==> src/rtl/dmem_arb_pkg.sv <==
// Shared types and constants for the data-RAM arbiter.
//   NREQ_MAX           - largest supported requester count
//   RD_LATENCY_DEFAULT - default RAM read latency in cycles
//   req_idx_t          - requester index
//   rd_track_t         - one read-tracking entry {valid, owner}
package dmem_arb_pkg;

  localparam int NREQ_MAX = 4;
  localparam int RD_LATENCY_DEFAULT = 1;

  typedef logic [1:0] req_idx_t;

  typedef struct packed {
    logic     valid;
    req_idx_t owner;
  } rd_track_t;

endpackage

==> src/rtl/rr_arbiter.sv <==
// Combinational round-robin arbiter with lock override.
// Ports:
//   i_req        - per-requester request
//   i_lastGnt    - index granted most recently; search starts one past it
//   i_lockEn     - lock is in force this cycle (owner still requesting)
//   i_lockOwner  - requester holding the lock
//   o_gnt        - one-hot grant
//   o_gntValid   - some requester was granted
//   o_gntIdx     - index of the granted requester
module rr_arbiter
  import dmem_arb_pkg::*;
#(
  parameter int NREQ = 2
) (
  input  logic [NREQ-1:0] i_req,
  input  req_idx_t        i_lastGnt,
  input  logic            i_lockEn,
  input  req_idx_t        i_lockOwner,
  output logic [NREQ-1:0] o_gnt,
  output logic            o_gntValid,
  output req_idx_t        o_gntIdx
);

  logic [NREQ_MAX-1:0] w_reqPad;
  logic [NREQ_MAX-1:0] w_gntPad;
  logic                w_found;
  req_idx_t            w_cand;

  // Requests are padded to NREQ_MAX so a 2-bit index is always in range.
  // With the lock in force only the owner may win; otherwise the first
  // requester found walking from lastGnt+1 (wrapping) wins.
  always_comb begin
    w_reqPad   = NREQ_MAX'(i_req);
    w_gntPad   = '0;
    w_found    = 1'b0;
    w_cand     = '0;
    o_gntValid = 1'b0;
    o_gntIdx   = '0;
    if (i_lockEn) begin
      w_gntPad[i_lockOwner] = w_reqPad[i_lockOwner];
      o_gntValid            = w_reqPad[i_lockOwner];
      o_gntIdx              = i_lockOwner;
    end else begin
      for (int k = 1; k <= NREQ; k++) begin
        w_cand = req_idx_t'((int'(i_lastGnt) + k) % NREQ);
        if (!w_found && w_reqPad[w_cand]) begin
          w_found          = 1'b1;
          w_gntPad[w_cand] = 1'b1;
          o_gntValid       = 1'b1;
          o_gntIdx         = w_cand;
        end
      end
    end
    o_gnt = w_gntPad[NREQ-1:0];
  end

endmodule

==> src/rtl/dmem_arbiter.sv <==
// Shares one synchronous data-RAM port between NREQ requesters
// (0 = core LSU, 1 = debug/DMA). Zero-latency round-robin grant, optional
// bus lock for read-modify-write, and read tracking so returning RAM data
// is flagged to the requester that issued the read.
// Ports:
//   clk, rstn                 - clock, synchronous active-low reset
//   i_m_req/we/lock           - per-requester request, write, lock
//   i_m_addr/wdata/be         - packed per-requester address, data, byte enables
//   o_m_gnt                   - one-hot grant, same cycle as request
//   o_m_rvalid, o_m_rdata     - one-hot read-data valid and shared read data
//   o_ram_req/we/addr/wdata/be- RAM access driven from the granted requester
//   i_ram_rdata               - RAM read data, RD_LATENCY after a read strobe
module dmem_arbiter
  import dmem_arb_pkg::*;
#(
  parameter int NREQ       = 2,
  parameter int RD_LATENCY = RD_LATENCY_DEFAULT,
  parameter int AW         = 32,
  parameter int DW         = 32
) (
  input  logic               clk,
  input  logic               rstn,
  input  logic [NREQ-1:0]    i_m_req,
  input  logic [NREQ-1:0]    i_m_we,
  input  logic [NREQ-1:0]    i_m_lock,
  input  logic [NREQ*AW-1:0] i_m_addr,
  input  logic [NREQ*DW-1:0] i_m_wdata,
  input  logic [NREQ*4-1:0]  i_m_be,
  output logic [NREQ-1:0]    o_m_gnt,
  output logic [NREQ-1:0]    o_m_rvalid,
  output logic [DW-1:0]      o_m_rdata,
  output logic               o_ram_req,
  output logic               o_ram_we,
  output logic [AW-1:0]      o_ram_addr,
  output logic [DW-1:0]      o_ram_wdata,
  output logic [3:0]         o_ram_be,
  input  logic [DW-1:0]      i_ram_rdata
);

  req_idx_t                   r_lastGnt;
  req_idx_t                   r_lockOwner;
  logic                       r_locked;
  rd_track_t [RD_LATENCY-1:0] r_track;

  logic [NREQ-1:0]     w_req;
  logic [NREQ_MAX-1:0] w_reqPad;
  logic [NREQ_MAX-1:0] w_lockPad;
  logic [NREQ_MAX-1:0] w_wePad;
  logic                w_lockEn;
  logic [NREQ-1:0]     w_gnt;
  logic                w_gntValid;
  req_idx_t            w_gntIdx;
  rd_track_t           w_tail;
  logic [NREQ_MAX-1:0] w_rvPad;

  // Requests are masked during reset so every output reads zero.
  assign w_req     = rstn ? i_m_req : '0;
  assign w_reqPad  = NREQ_MAX'(w_req);
  assign w_lockPad = NREQ_MAX'(i_m_lock);
  assign w_wePad   = NREQ_MAX'(i_m_we);

  // The lock only holds while its owner keeps both req and lock high; the
  // cycle it drops either, arbitration is already plain round-robin.
  assign w_lockEn = (NREQ > 1) && r_locked &&
                    w_reqPad[r_lockOwner] && w_lockPad[r_lockOwner];

  rr_arbiter #(.NREQ(NREQ)) u_rr (
    .i_req       (w_req),
    .i_lastGnt   (r_lastGnt),
    .i_lockEn    (w_lockEn),
    .i_lockOwner (r_lockOwner),
    .o_gnt       (w_gnt),
    .o_gntValid  (w_gntValid),
    .o_gntIdx    (w_gntIdx)
  );

  assign o_m_gnt   = w_gnt;
  assign o_ram_req = w_gntValid;

  // RAM fields come from the granted requester and are zero without a grant.
  always_comb begin
    o_ram_we    = 1'b0;
    o_ram_addr  = '0;
    o_ram_wdata = '0;
    o_ram_be    = '0;
    for (int i = 0; i < NREQ; i++) begin
      if (w_gnt[i]) begin
        o_ram_we    = i_m_we[i];
        o_ram_addr  = i_m_addr[i*AW +: AW];
        o_ram_wdata = i_m_wdata[i*DW +: DW];
        o_ram_be    = i_m_be[i*4 +: 4];
      end
    end
  end

  // Grant history, lock ownership and the read-tracking shift register.
  // Entry 0 records each granted read; the tail lines up with ram_rdata.
  always_ff @(posedge clk) begin
    if (!rstn) begin
      r_lastGnt   <= req_idx_t'(NREQ - 1);
      r_lockOwner <= '0;
      r_locked    <= 1'b0;
      r_track     <= '0;
    end else begin
      if (w_gntValid) begin
        r_lastGnt   <= w_gntIdx;
        r_lockOwner <= w_gntIdx;
        r_locked    <= (NREQ > 1) && w_lockPad[w_gntIdx];
      end else begin
        r_locked <= 1'b0;
      end
      r_track[0] <= '{valid: w_gntValid & ~w_wePad[w_gntIdx], owner: w_gntIdx};
      for (int i = 1; i < RD_LATENCY; i++) begin
        r_track[i] <= r_track[i-1];
      end
    end
  end

  assign w_tail = r_track[RD_LATENCY-1];

  // Read response steering; gated by rstn so nothing escapes during reset.
  always_comb begin
    w_rvPad   = '0;
    o_m_rdata = '0;
    if (rstn && w_tail.valid) begin
      w_rvPad[w_tail.owner] = 1'b1;
      o_m_rdata             = i_ram_rdata;
    end
    o_m_rvalid = w_rvPad[NREQ-1:0];
  end

endmodule

==> config.mk <==
export PLATFORM = sky130hd
export DESIGN_NAME = dmem_arbiter
export DESIGN_NICKNAME = d
export VERILOG_FILES = /design/src/rtl/dmem_arb_pkg.sv /design/src/rtl/rr_arbiter.sv /design/src/rtl/dmem_arbiter.sv
export SDC_FILE = /design/constraint.sdc
export NUM_CORES = 1
export LEC_CHECK = 0
export ABC_AREA = 1
export CORE_AREA = 2 2 110 112
export DETAILED_ROUTE_END_ITERATION = 16
export DIE_AREA = 0 0 112 114
export PLACE_DENSITY_LB_ADDON = 0.05
export SYNTH_ARGS = -nofsm -noshare
export SYNTH_HDL_FRONTEND = slang
export SYNTH_SLANG_ARGS = --single-unit
==> constraint.sdc <==
create_clock -name clk -period 2.5 [get_ports clk]
set_input_delay 0.5 -clock clk [delete_from_list [all_inputs] [get_ports clk]]
set_output_delay 0.5 -clock clk [all_outputs]
set_load 0.05 [all_outputs]
==> reports/metrics.yaml <==
via_count: 3084
diodes: 0
cap_violations: 0
hold_depth: 2
via_per_inst: 3.90
ff2ff_path_depth: 11
yosys_warnings: 0
yosysSeqAreaShare: 0.0950
synth_cell_types: 17
worstSetupStartpointType: "input pin"
slew_violations: 0
cp_cell_sequence: "dlygate4sd2_1, nand2_1, inv_2, buf_4, nand2_1, nand2_1, inv_2, nand2_4, nand2_8, buf_16, nand2_1, nand2_1, buf_12"
path_class: "input pin to output port"
cp-end-kind: "output port"
grt.total_usage: 0.162
r2r-end: "r_lockOwner[0]"
cts-root-buf: "clkbuf_16"
multi_input_area_um2: 1200
syn_area_um2: 1480
path_max_fanout: 22
slowest_stage: "dlygate4sd2_1"
crit_family: "buffers and inverters"
grt_pass1_vias: 3078
regArea_um2: 141
synth_edf_count: 0
place_ws_ns: -0.325
wl_um: 11300
arrival_ns: 1.91
cts_tree: "done"
r2r-start: "r_lockOwner[0]"
hpwl_um: 8780
slowest_delay_ns: 0.23
power_frac_comb: 0.797
r2r_slack_ns: 0.96
clk_pin_slew_ns: 0.03
holdBufCountCts: 0
ys_seq_elements: 7
rsz0062_at_grt: "no"
clock_path_buffers: 2
setup_slack_ns: 0.0947
p_sw_uw: 805
grt_pass1_wl_um: 16400
drive_gt1_frac: 0.291
row_count: 40
drc_errors: 0
dr.pass1.iters: 4
seq_power_share: 0.064
hold_start: "r_lastGnt[0]"
status: "complete, no violations"
instances_no_fill: 790
antenna_found_initial: 0
h-tree-depth: 1
nNetsFinal: 820
synth_nets: 521
routedWlPerCell_um: 14.3
cts.sinks: 7
io_buffers: 281
ant_nets: 0
synth_top_area_share: 0.570
power_leakage_nw: 2.90
first_iter_violations: 73
grt_overflow: 0
critPathBufInv: 6
powerDensity_nw_per_um2: 318
hold_class: "flop to flop"
avgSynthCellArea_um2: 4.28
max-vdd-ir-drop_mv: 0.180
clk_latency_ns: 0.23
final.setup_skew_ns: 0.00193
die_w_um: 112
synthFlopType: "dfxtp_1"
min_period_ns: 2.41
cts_buffers: 3
dp.cells: 766
coreArea_um2: 11700
async_flop_share: 0
fmax_mhz: 416
hold_slack_ns: 0.495
finalSetupViolations: 0
hold_viol_final: 0
synthTopCellsByArea: "nand2_1 (57%), inv_1 (9.9%), nor2_1 (9.9%), dfxtp_1 (9.5%), buf_4 (3.6%)"
place_congestion: 0.839
switching_share: 0.414
cp_common_cell: "nand2_1"
synth_common_cells: "nand2_1 (224), inv_1 (39), nor2_1 (39)"
period_share: 0.962
power.share.clock: 0.139
internal_power_mw: 1.14
initial_core_util: 0.126
netlist_instances: 345
yosys.area.top_type: "nand2_1"
syn_to_final_growth_pct: 314
dieArea_um2: 12800
fillers: 1100
worstPathRequired_ns: 2.00
io_pins: 282
grt_max_degree: 33
synth.most_common_cell: "nand2_1"
min_to: "r_lastGnt[0]"
die_h_um: 114
==> power by group through the flow <==
stage | clock network (mW) | registers [mW] | logic (mW)
6_report | 0.271 | 0.125 | 1.55
5_1_grt | 0.284 | 0.125 | 1.61
2_1_floorplan | 0 | 0.124 | 0.585
4_1_cts | 0.274 | 0.124 | 1.55
3_5_place_dp | 0 | 0.125 | 1.45
3_3_place_gp | 0 | 0.125 | 1.45
==> through the flow <==
step / instance area [um^2] / setup TNS, ns / util / total power, mW
2_1_floorplan: 1480 / 0 / - / 0.710
3_5_place_dp: 5580 / -20.70 / 0.477 / 1.58
5_1_grt: 6100 / 0 / 0.521 / 2.02
3_3_place_gp: 5580 / -17.53 / 0.477 / 1.57
6_report: 6100 / 0 / 0.521 / 1.94
4_1_cts: 6040 / 0 / 0.516 / 1.95
==> cells by family after synthesis <==
family	Yosys count	synth area share
AND/OR/NAND/NOR	276	0.722
buffers and inverters	59	0.174
other	1	0.00254
AO/OA/AOI/OAI	2	0.00678
flip-flops	7	0.0950
==> worst reg2reg max path: stages (launching register included) <==
cell     delay (ns)
dfxtp_2        0.34
inv_2          0.05
nor2_2         0.12
nand2_1        0.08
nand2_2        0.08
nand3_2        0.08
buf_6          0.13
nand2_4        0.08
nand2_8        0.12
buf_16         0.18
o21ai_1        0.11
inv_1          0.05
==> flip-flops by register name (all words and copies together) (netlist names) <==
register,cells
r_lockOwner,2
r_locked,1
r_lastGnt,1
r_track,3
==> layer usage <==
| layer | up-vias | global-route usage | wire [um] | share of wire |
|---|---|---|---|---|
| met3 | 10 | 0.0367 | 926 | 0.082 |
| met1 | 1312 | 0.172 | 4050 | 0.36 |
| met5 | - | 0 | 0 | 0 |
| li1 | 1594 | - | - | - |
| met2 | 168 | 0.328 | 6140 | 0.54 |
| met4 | 0 | 0.0285 | 146 | 0.013 |
==> area by class of cell <==
class | instances | share of cell area
timing repair buffer | 311 | 0.709
clock buffer | 4 | 0.0129
inverter | 42 | 0.0271
multi-input combinational | 279 | 0.197
sequential | 7 | 0.0232
tap | 147 | 0.0301
==> worst max-delay path by stage <==
stage / start / cells past startpoint / slack (ns) / to
floorplan: rstn / 2 / 0.22 / o_m_rvalid[1]
finish: i_m_req[0] / 13 / 0.09 / o_ram_wdata[17]
CTS: i_m_req[1] / 13 / 0.008 / o_ram_addr[25]
global route: i_m_req[0] / 13 / 0.004 / o_ram_be[0]
global placement: rstn / 13 / -0.28 / o_ram_be[3]
detailed placement: rstn / 13 / -0.32 / o_ram_addr[2]
==> timing repair <==
action                                  in CTS  in global routing
buffers inserted                            11                  2
cloned                                       6                  1
resized for setup                           48                 19
pin swaps                                    7                  4
endpoints found under the setup margin      71                 68
==> placed cells by master, fill, tap and decap left out, types with 4 or more instances in the layout <==
cell	n
nand2_1	189
nor2_1	37
buf_16	6
buf_4	14
buf_12	114
nand2_2	32
clkdlybuf4s50_1	170
clkbuf_16	4
nand3_1	6
dfxtp_1	6
inv_1	37
inv_2	4
nand2_4	4
Power figures use the tool's default switching activity.
